### src/rtl/read_data_router.sv
// AXI R-channel router for the 2-master/3-slave crossbar: returns slave bursts to the
// master named by the tag in the slave-side RID, one whole burst at a time, round-robin.

module read_data_router_mport #(
  parameter int ID_W   = 4,
  parameter int DATA_W = 32
) (
  input  logic              route_en,
  input  logic              vld_in,
  input  logic [ID_W-1:0]   id_in,
  input  logic [DATA_W-1:0] data_in,
  input  logic [1:0]        resp_in,
  input  logic              last_in,
  input  logic              rready,
  output logic              rvalid,
  output logic [ID_W-1:0]   rid,
  output logic [DATA_W-1:0] rdata,
  output logic [1:0]        rresp,
  output logic              rlast,
  output logic              take
);
  // A master not owning the channel sees an all-zero R bus.
  assign rvalid = route_en & vld_in;
  assign rid    = route_en ? id_in   : '0;
  assign rdata  = route_en ? data_in : '0;
  assign rresp  = route_en ? resp_in : '0;
  assign rlast  = route_en & last_in;
  assign take   = route_en & rready;
endmodule

module read_data_router #(
  parameter int ID_W   = 4,
  parameter int IDS_W  = 8,
  parameter int DATA_W = 32
) (
  input  logic              clk,
  input  logic              rst,
  input  logic [IDS_W-1:0]  RID_S0,
  input  logic [DATA_W-1:0] RDATA_S0,
  input  logic [1:0]        RRESP_S0,
  input  logic              RLAST_S0,
  input  logic              RVALID_S0,
  output logic              RREADY_S0,
  input  logic [IDS_W-1:0]  RID_S1,
  input  logic [DATA_W-1:0] RDATA_S1,
  input  logic [1:0]        RRESP_S1,
  input  logic              RLAST_S1,
  input  logic              RVALID_S1,
  output logic              RREADY_S1,
  input  logic [IDS_W-1:0]  RID_S2,
  input  logic [DATA_W-1:0] RDATA_S2,
  input  logic [1:0]        RRESP_S2,
  input  logic              RLAST_S2,
  input  logic              RVALID_S2,
  output logic              RREADY_S2,
  output logic [ID_W-1:0]   RID_M0,
  output logic [DATA_W-1:0] RDATA_M0,
  output logic [1:0]        RRESP_M0,
  output logic              RLAST_M0,
  output logic              RVALID_M0,
  input  logic              RREADY_M0,
  output logic [ID_W-1:0]   RID_M1,
  output logic [DATA_W-1:0] RDATA_M1,
  output logic [1:0]        RRESP_M1,
  output logic              RLAST_M1,
  output logic              RVALID_M1,
  input  logic              RREADY_M1
);
  localparam int NUM_S = 3;
  localparam int NUM_M = 2;
  localparam int TAG_W = IDS_W - ID_W;

  typedef enum logic [1:0] {IDLE, BURST, DRAIN} state_t;

  logic [NUM_S-1:0]             s_vld, s_last, s_rdy;
  logic [NUM_S-1:0][IDS_W-1:0]  s_id;
  logic [NUM_S-1:0][DATA_W-1:0] s_data;
  logic [NUM_S-1:0][1:0]        s_resp;

  assign s_vld  = {RVALID_S2, RVALID_S1, RVALID_S0};
  assign s_last = {RLAST_S2, RLAST_S1, RLAST_S0};
  assign s_id   = {RID_S2, RID_S1, RID_S0};
  assign s_data = {RDATA_S2, RDATA_S1, RDATA_S0};
  assign s_resp = {RRESP_S2, RRESP_S1, RRESP_S0};
  assign {RREADY_S2, RREADY_S1, RREADY_S0} = s_rdy;

  state_t           state, state_nxt;
  logic [1:0]       sel, sel_nxt, rr_ptr, rr_ptr_nxt;
  logic [1:0]       pick, cand;
  logic             pick_vld;
  logic [TAG_W-1:0] dst, dst_nxt, pick_tag;

  function automatic logic [1:0] inc3(input logic [1:0] i);
    return (i == 2'd2) ? 2'd0 : i + 2'd1;
  endfunction

  // First valid slave at or after rr_ptr, wrapping S2 -> S0.
  always_comb begin
    pick_vld = 1'b0;
    pick     = rr_ptr;
    cand     = rr_ptr;
    for (int k = 0; k < NUM_S; k++) begin
      if (!pick_vld && s_vld[cand]) begin
        pick_vld = 1'b1;
        pick     = cand;
      end
      cand = inc3(cand);
    end
  end

  assign pick_tag = s_id[pick][IDS_W-1:ID_W];

  logic              c_vld, c_last;
  logic [ID_W-1:0]   c_id;
  logic [DATA_W-1:0] c_data;
  logic [1:0]        c_resp;

  always_comb begin
    c_vld  = 1'b0;
    c_last = 1'b0;
    c_id   = '0;
    c_data = '0;
    c_resp = '0;
    if (sel < 2'd3) begin
      c_vld  = s_vld[sel];
      c_last = s_last[sel];
      c_id   = s_id[sel][ID_W-1:0];
      c_data = s_data[sel];
      c_resp = s_resp[sel];
    end
  end

  logic [NUM_M-1:0]             route_en, m_take, m_rready, m_rvalid, m_rlast;
  logic [NUM_M-1:0][ID_W-1:0]   m_rid;
  logic [NUM_M-1:0][DATA_W-1:0] m_rdata;
  logic [NUM_M-1:0][1:0]        m_rresp;

  assign m_rready = {RREADY_M1, RREADY_M0};

  for (genvar m = 0; m < NUM_M; m++) begin : g_mport
    assign route_en[m] = (state == BURST) && (dst == TAG_W'(m));
    read_data_router_mport #(.ID_W(ID_W), .DATA_W(DATA_W)) u_mport (
      .route_en (route_en[m]),
      .vld_in   (c_vld),
      .id_in    (c_id),
      .data_in  (c_data),
      .resp_in  (c_resp),
      .last_in  (c_last),
      .rready   (m_rready[m]),
      .rvalid   (m_rvalid[m]),
      .rid      (m_rid[m]),
      .rdata    (m_rdata[m]),
      .rresp    (m_rresp[m]),
      .rlast    (m_rlast[m]),
      .take     (m_take[m])
    );
  end

  assign RVALID_M0 = m_rvalid[0];
  assign RID_M0    = m_rid[0];
  assign RDATA_M0  = m_rdata[0];
  assign RRESP_M0  = m_rresp[0];
  assign RLAST_M0  = m_rlast[0];
  assign RVALID_M1 = m_rvalid[1];
  assign RID_M1    = m_rid[1];
  assign RDATA_M1  = m_rdata[1];
  assign RRESP_M1  = m_rresp[1];
  assign RLAST_M1  = m_rlast[1];

  logic slv_take;

  // Ready reaches only the granted slave; IDLE never drives ready, so no ready-before-grant.
  assign slv_take = (state == DRAIN) || ((state == BURST) && (|m_take));

  always_comb begin
    s_rdy = '0;
    for (int i = 0; i < NUM_S; i++)
      s_rdy[i] = (sel == 2'(i)) && slv_take;
  end

  always_comb begin
    state_nxt  = state;
    sel_nxt    = sel;
    dst_nxt    = dst;
    rr_ptr_nxt = rr_ptr;
    case (state)
      IDLE: begin
        if (pick_vld) begin
          sel_nxt   = pick;
          dst_nxt   = pick_tag;
          state_nxt = (pick_tag < TAG_W'(NUM_M)) ? BURST : DRAIN;
        end
      end
      BURST, DRAIN: begin
        if (c_vld && c_last && slv_take) begin
          state_nxt  = IDLE;
          rr_ptr_nxt = inc3(sel);
        end
      end
      default: state_nxt = IDLE;
    endcase
  end

  always_ff @(posedge clk) begin
    if (rst) begin
      state  <= IDLE;
      sel    <= 2'd0;
      dst    <= '0;
      rr_ptr <= 2'd0;
    end else begin
      state  <= state_nxt;
      sel    <= sel_nxt;
      dst    <= dst_nxt;
      rr_ptr <= rr_ptr_nxt;
    end
  end
endmodule

### config.mk
export PLATFORM = sky130hd
export DESIGN_NAME = read_data_router
export DESIGN_NICKNAME = d
export VERILOG_FILES = /design/src/rtl/read_data_router.sv
export SDC_FILE = /design/constraint.sdc
export NUM_CORES = 1
export LEC_CHECK = 0
export CELL_PAD_IN_SITES_DETAIL_PLACEMENT = 0
export CELL_PAD_IN_SITES_GLOBAL_PLACEMENT = 1
export CORE_ASPECT_RATIO = 1.1
export CORE_MARGIN = 3
export CORE_UTILIZATION = 21
export DETAILED_ROUTE_END_ITERATION = 10
export PLACE_DENSITY = 0.86
export SYNTH_ARGS = -nofsm -noshare
export SYNTH_HDL_FRONTEND = slang
export SYNTH_HIERARCHICAL = 1
export SYNTH_SLANG_ARGS = --single-unit
### constraint.sdc
create_clock -name clk -period 6.37 [get_ports clk]
set_input_delay 0.9555 -clock clk [delete_from_list [all_inputs] [get_ports clk]]
set_output_delay 0.9555 -clock clk [all_outputs]
set_load 0.02 [all_outputs]
# Word level (Yosys, flattened, before mapping)
# Index checks and enable logic that the tools add are counted.
# word_totals
reg_bits	10
inputBits	136
out_inout_bits	83
wordCells	91
# op_classes
addsub	3
magnitude_cmp	7
n_eq_ne	9
n_mux	41
bitwise_logic	6
reduce_logical	21
# op_table
op	count
two-way mux 32 bit	4
binary-select mux 32 bit (select 2 bit)	1
binary-select mux 8 bit (select 2 bit)	2
two-way mux 2 bit	12
two-way mux 4 bit	4
< comparator 2 x 3 -> 1 bit, second input constant	5
binary-select mux 1 bit (select 2 bit)	5
logical AND 1 bit	10
two-way mux 1 bit	10
equality test 2 bit, second input constant	4
two-way mux 8 bit	1
adder 2 x 1 -> 2 bit, second input constant	3
bitwise AND 1 bit	6
AND reduction 2 bit	3
binary-select mux 2 bit (select 2 bit)	1
equality test 2 x 1 -> 1 bit, second input constant	2
equality test 4 x 1 -> 1 bit, second input constant	1
zero test 2 bit	2
zero test 4 bit	1
< comparator 4 x 2 -> 1 bit, second input constant	1
!= test 2 bit, second input constant	2
case mux 2 bit (2 select lines)	1
OR reduction 2 bit	2
zero test 1 bit	2
other kinds (2)	2

# Logic depth before layout (Yosys ltp)
# logic_depth
ltp_word	15
ltp_mapped	12

# Cells and area by module
# The synthesis kept the hierarchy.
# modules_own_cells
module	instances	cells_each	area_per_inst_um2
read_data_router	1	227	1627.8
read_data_router_mport	2	45	327.8

# Least setup slack after synthesis
# Ideal clock, no wire load.
# synth_timing
path_kind	register to output
start	reg state[1]
end	out RREADY_S2
arrival_time_ns	2.195
required_ns	5.414
slack_ns	3.220
stages_incl_launch_ff	10
path_buffers	1
path_cell_list	dfxtp_1 inv_1 ha_1 nand2b_1 nor4b_1 clkbuf_2 and2_2 o21ai_0 nor2b_1 nor3b_1
# synth_via
elab_chain_cells	7
word_cells_on_any_way	10
cone_classes	eq/ne (2); bitwise (2); reduce/logical (6)
# synth_lines
item	line	rtl
start: declaration	87	state_t state, state_nxt;
start signal: assignment	211	state <= state_nxt;
equality test 2 x 1 -> 1 bit	141	assign route_en[m] = (state == BURST) && (dst == TAG_W'(m));
logical AND 1 bit	141	
via route_en[1]	133	logic [NUM_M-1:0] route_en, m_take, m_rready, m_rvalid, m_rlast;
bitwise AND 1 bit	28	assign take = route_en & rready;
via m_take[1]	133	
OR reduction 2 bit	173	assign slv_take = (state == DRAIN) || ((state == BURST) && (|m_take));
logical AND 1 bit	173	
logical OR 1 bit	173	
logical AND 1 bit	178	s_rdy[i] = (sel == 2'(i)) && slv_take;
end: declaration	55	output logic RREADY_S2,
# The timed path passes the listed nets, and every way through them passes these cells.

# Final worst setup path
# layout_timing
start	in RVALID_S2
end	out RVALID_M0
# layout_via
elab_chain_cells	4
# layout_lines
item	line	rtl
start: declaration	54	input logic RVALID_S2,
binary-select mux 1 bit (select 2 bit)	125	c_vld = s_vld[sel];
two-way mux 1 bit (implied by the code)	125	
two-way mux 1 bit	124	if (sel < 2'd3) begin
via c_vld	113	logic c_vld, c_last;
bitwise AND 1 bit	23	assign rvalid = route_en & vld_in;
end: declaration	60	output logic RVALID_M0,
# The timed path passes the listed nets, and every way through them passes these cells. The select of a mux whose other input is x is not followed.

==> flow_metrics.tcl <==
set metrics [dict create \
    crit_start "RVALID_S2" \
    clkPwrFrac 0.196 \
    rr_endpoint "state[1]" \
    cp_slowest_stage_delay_ps 610 \
    syn-cell-area_um2 2280 \
    die_w_um 105 \
    dpl.cell_count 657 \
    worst_path_most_repeated_cell "clkdlybuf4s50_1" \
    cp_num_cells 5 \
    core_area_um2 10500 \
    final-setup-viol-count 0 \
    drive_gt1_frac 0.205 \
    power.switching_w 0.000253 \
    synth-xor-area-share 0 \
    timing.setup.tns_ps 0 \
    leakagePower_nw 1.71 \
    ys_async_sr_fraction 0 \
    cap_violations 0 \
    start_util 0.218 \
    ys_ff_latch 10 \
    ys_warn_count 6 \
    wl_per_cell_um 15.5 \
    grt_pass1_vias 2855 \
    finClkSkew_ps 0.933 \
    ir_drop_mv 0.108 \
    cts.path.max_buffers 2 \
    timing.fmax_mhz 265 \
    min_path_type "reg2reg" \
    final.min_clock_period_ps 3780 \
    synth_top_family_by_area "simple AND/OR/NAND/NOR gates" \
    io_pins 219 \
    sw_frac_of_total 0.402 \
    power_density_nw_per_um2 135 \
    slowest_stage "clkdlybuf4s50_1" \
    synth-edff-count 0 \
    area_growth_pct 104 \
    synthesis.nets 456 \
    status "finished clean" \
    cts_num_sinks 10 \
    synth-simple-area-share 0.438 \
    critPathTopFamily "buffers and inverters" \
    synthMuxAreaShare 0.185 \
    synth_cells 317 \
    fin_nets 658 \
    cts_resized 0 \
    fillers 1043 \
    rrSetupSlack_ps 4110 \
    crit_type "in2out" \
    endpoint_kind "output pin" \
    worst_pin_slew_ps 1050 \
    drv_slew 0 \
    seqPwrFrac 0.139 \
    cts.hold.buffers_added 0 \
    reg2reg_depth 6 \
    grt_pass1_wl_mm 15.8 \
    crit_chain "clkdlybuf4s50_1 > mux2i_1 > o2bb2ai_1 > and2_2 > clkdlybuf4s50_1" \
    synth-compound-area-share 0.215 \
    rsz0062_at_grt "false" \
    crit_buf_inv 2 \
    instances_no_fill 661 \
    firstDrtPassIters 4 \
    cts_root_buffer "clkbuf_16" \
    worstHoldStart "state[0]" \
    vias 2929 \
    ys_seq_area_frac 0.0877 \
    fp.dieH_um 115 \
    arrival_ps 2820 \
    cp_max_fo 7 \
    routed_via_density 4.43 \
    diodes 0 \
    synth.avg_cell_area_um2 7.20 \
    rows 39 \
    routabilityCongestion 0.841 \
    grt_start_max_net_pins 45 \
    numCtsBuffers 3 \
    hold_viol 0 \
    drc 0 \
    post_cts_buffers 0 \
    slew_headroom 0.298 \
    port_buffers 218 \
    synthFlopType "dfxtp_1" \
    synthAdderAreaFrac 0.0164 \
    cp.required_ps 5410 \
    p_comb_frac 0.666 \
    antenna_found_initial 2 \
    clk_latency_ps 240 \
    dieArea_um2 12200 \
    grt_usage 0.159 \
    intPower_w 0.000376 \
    whs_path_depth 2 \
    fin_total_pwr_w 0.000629 \
    clkTransAtPathRegs_ps 40 \
    overflow 0 \
    h-tree-depth 1 \
    netlist-cell-type-count 46 \
    fin_crit_sh 0.593 \
    min_to "state[0]" \
    drtIter0Drc 80 \
    start_kind "input port" \
    dp_hpwl_mm 8.45 \
    tritoncts "built" \
    r2r_start "sel[0]" \
    wirelength_mm 10.3 \
    ant_nets 0 \
]
-- cell type report --
class | count | area [µm²] | share of cell area
Multi-Input combinational cell | 277 | 1970 | 0.422
Inverter | 5 | 18.8 | 0.00402
Timing Repair Buffer | 222 | 2210 | 0.474
Sequential cell | 10 | 201 | 0.0431
Tap cell | 143 | 179 | 0.0383
Clock buffer | 4 | 88.8 | 0.0190
-- worst register-to-register path, cell delays in order (launching register included) --
cell and delay, ps:
dfxtp_1 320, nor2b_4 850, o2bb2ai_1 310, a31oi_1 170
a21o_2 230, a21boi_1 140, a311oi_1 100
-- cells in the final DEF (no fill, tap or decap), drive strengths merged, types with 3 or more instances in the layout --
cell type,instances
a21oi,3
and3,3
a211oi,8
nand2b,4
ha,3
nor2b,7
dfxtp,10
nor2,12
clkdlybuf4s50,218
o21ai,41
nand2,42
and2,83
mux2i,41
clkbuf,4
inv,5
o2111a,6
buf,4
-- layer usage --
metal  GRT usage  share of wire  wire length [µm]
met1       0.177           0.38              3910
met3      0.0404          0.080               822
met2       0.310           0.53              5470
met4      0.0219         0.0050                51
met5           0         0.0020                21
-- stage by stage --
stage                     cell area (µm²)  setup slack, ps  hold WS, ps   util
after global placement               4580             2610          460  0.437
after CTS                            4670             2570          474  0.445
after global routing                 4670             2490          523  0.445
after detailed placement             4580             2570          468  0.437
final                                4670             2590          471  0.445
after floorplan                      2280             3220          448      -
-- flip-flops by register name, summed over array words and instances, names as in the netlist --
name    flops
dst         4
sel         2
state       2
rr_ptr      2
-- logic make-up (layout without fill, tap and decap cells) --
logic type / Yosys count / after routing
AO/OA/AOI/OAI: 70 / 70
multiplexers: 42 / 42
buffers and inverters: 30 / 231
adder cells (fa/ha/maj): 3 / 3
AND/OR/NAND/NOR: 162 / 162
flip-flops: 10 / 10
-- cell usage after synthesis (all sizes together), types with 2 or more instances --
cell,count,area (µm²)
and2,83,622
nand2,42,158
mux2i,41,410
o21ai,41,205
clkbuf,17,73.8
nor2,12,52.6
dfxtp,10,200
a211oi,8,75.1
buf,8,41.3
nor2b,7,46.3
o2111a,6,67.6
inv,5,18.8
nand2b,4,25.0
a21oi,3,15.0
and3,3,18.8
ha,3,37.5
a21boi,2,15.0
a311oi,2,17.5
nand4,2,12.5
o21a,2,23.8
o2bb2ai,2,17.5
-- worst max path at each step --
stage                            to
after floorplan           RREADY_S2
after global placement    RVALID_M1
after detailed placement  RVALID_M0
after CTS                 RVALID_M0
after global routing      RVALID_M1
final                     RVALID_M0
-- power groups by stage --
stage               registers, W  logic [W]  clock network, W
finish                 0.0000873   0.000419          0.000123
global placement       0.0000878   0.000417                 0
CTS                    0.0000873   0.000424          0.000125
detailed placement     0.0000884   0.000422                 0
global route           0.0000887   0.000462          0.000128
floorplan              0.0000831   0.000253                 0
No activity file was read; power rests on OpenSTA's default activity.
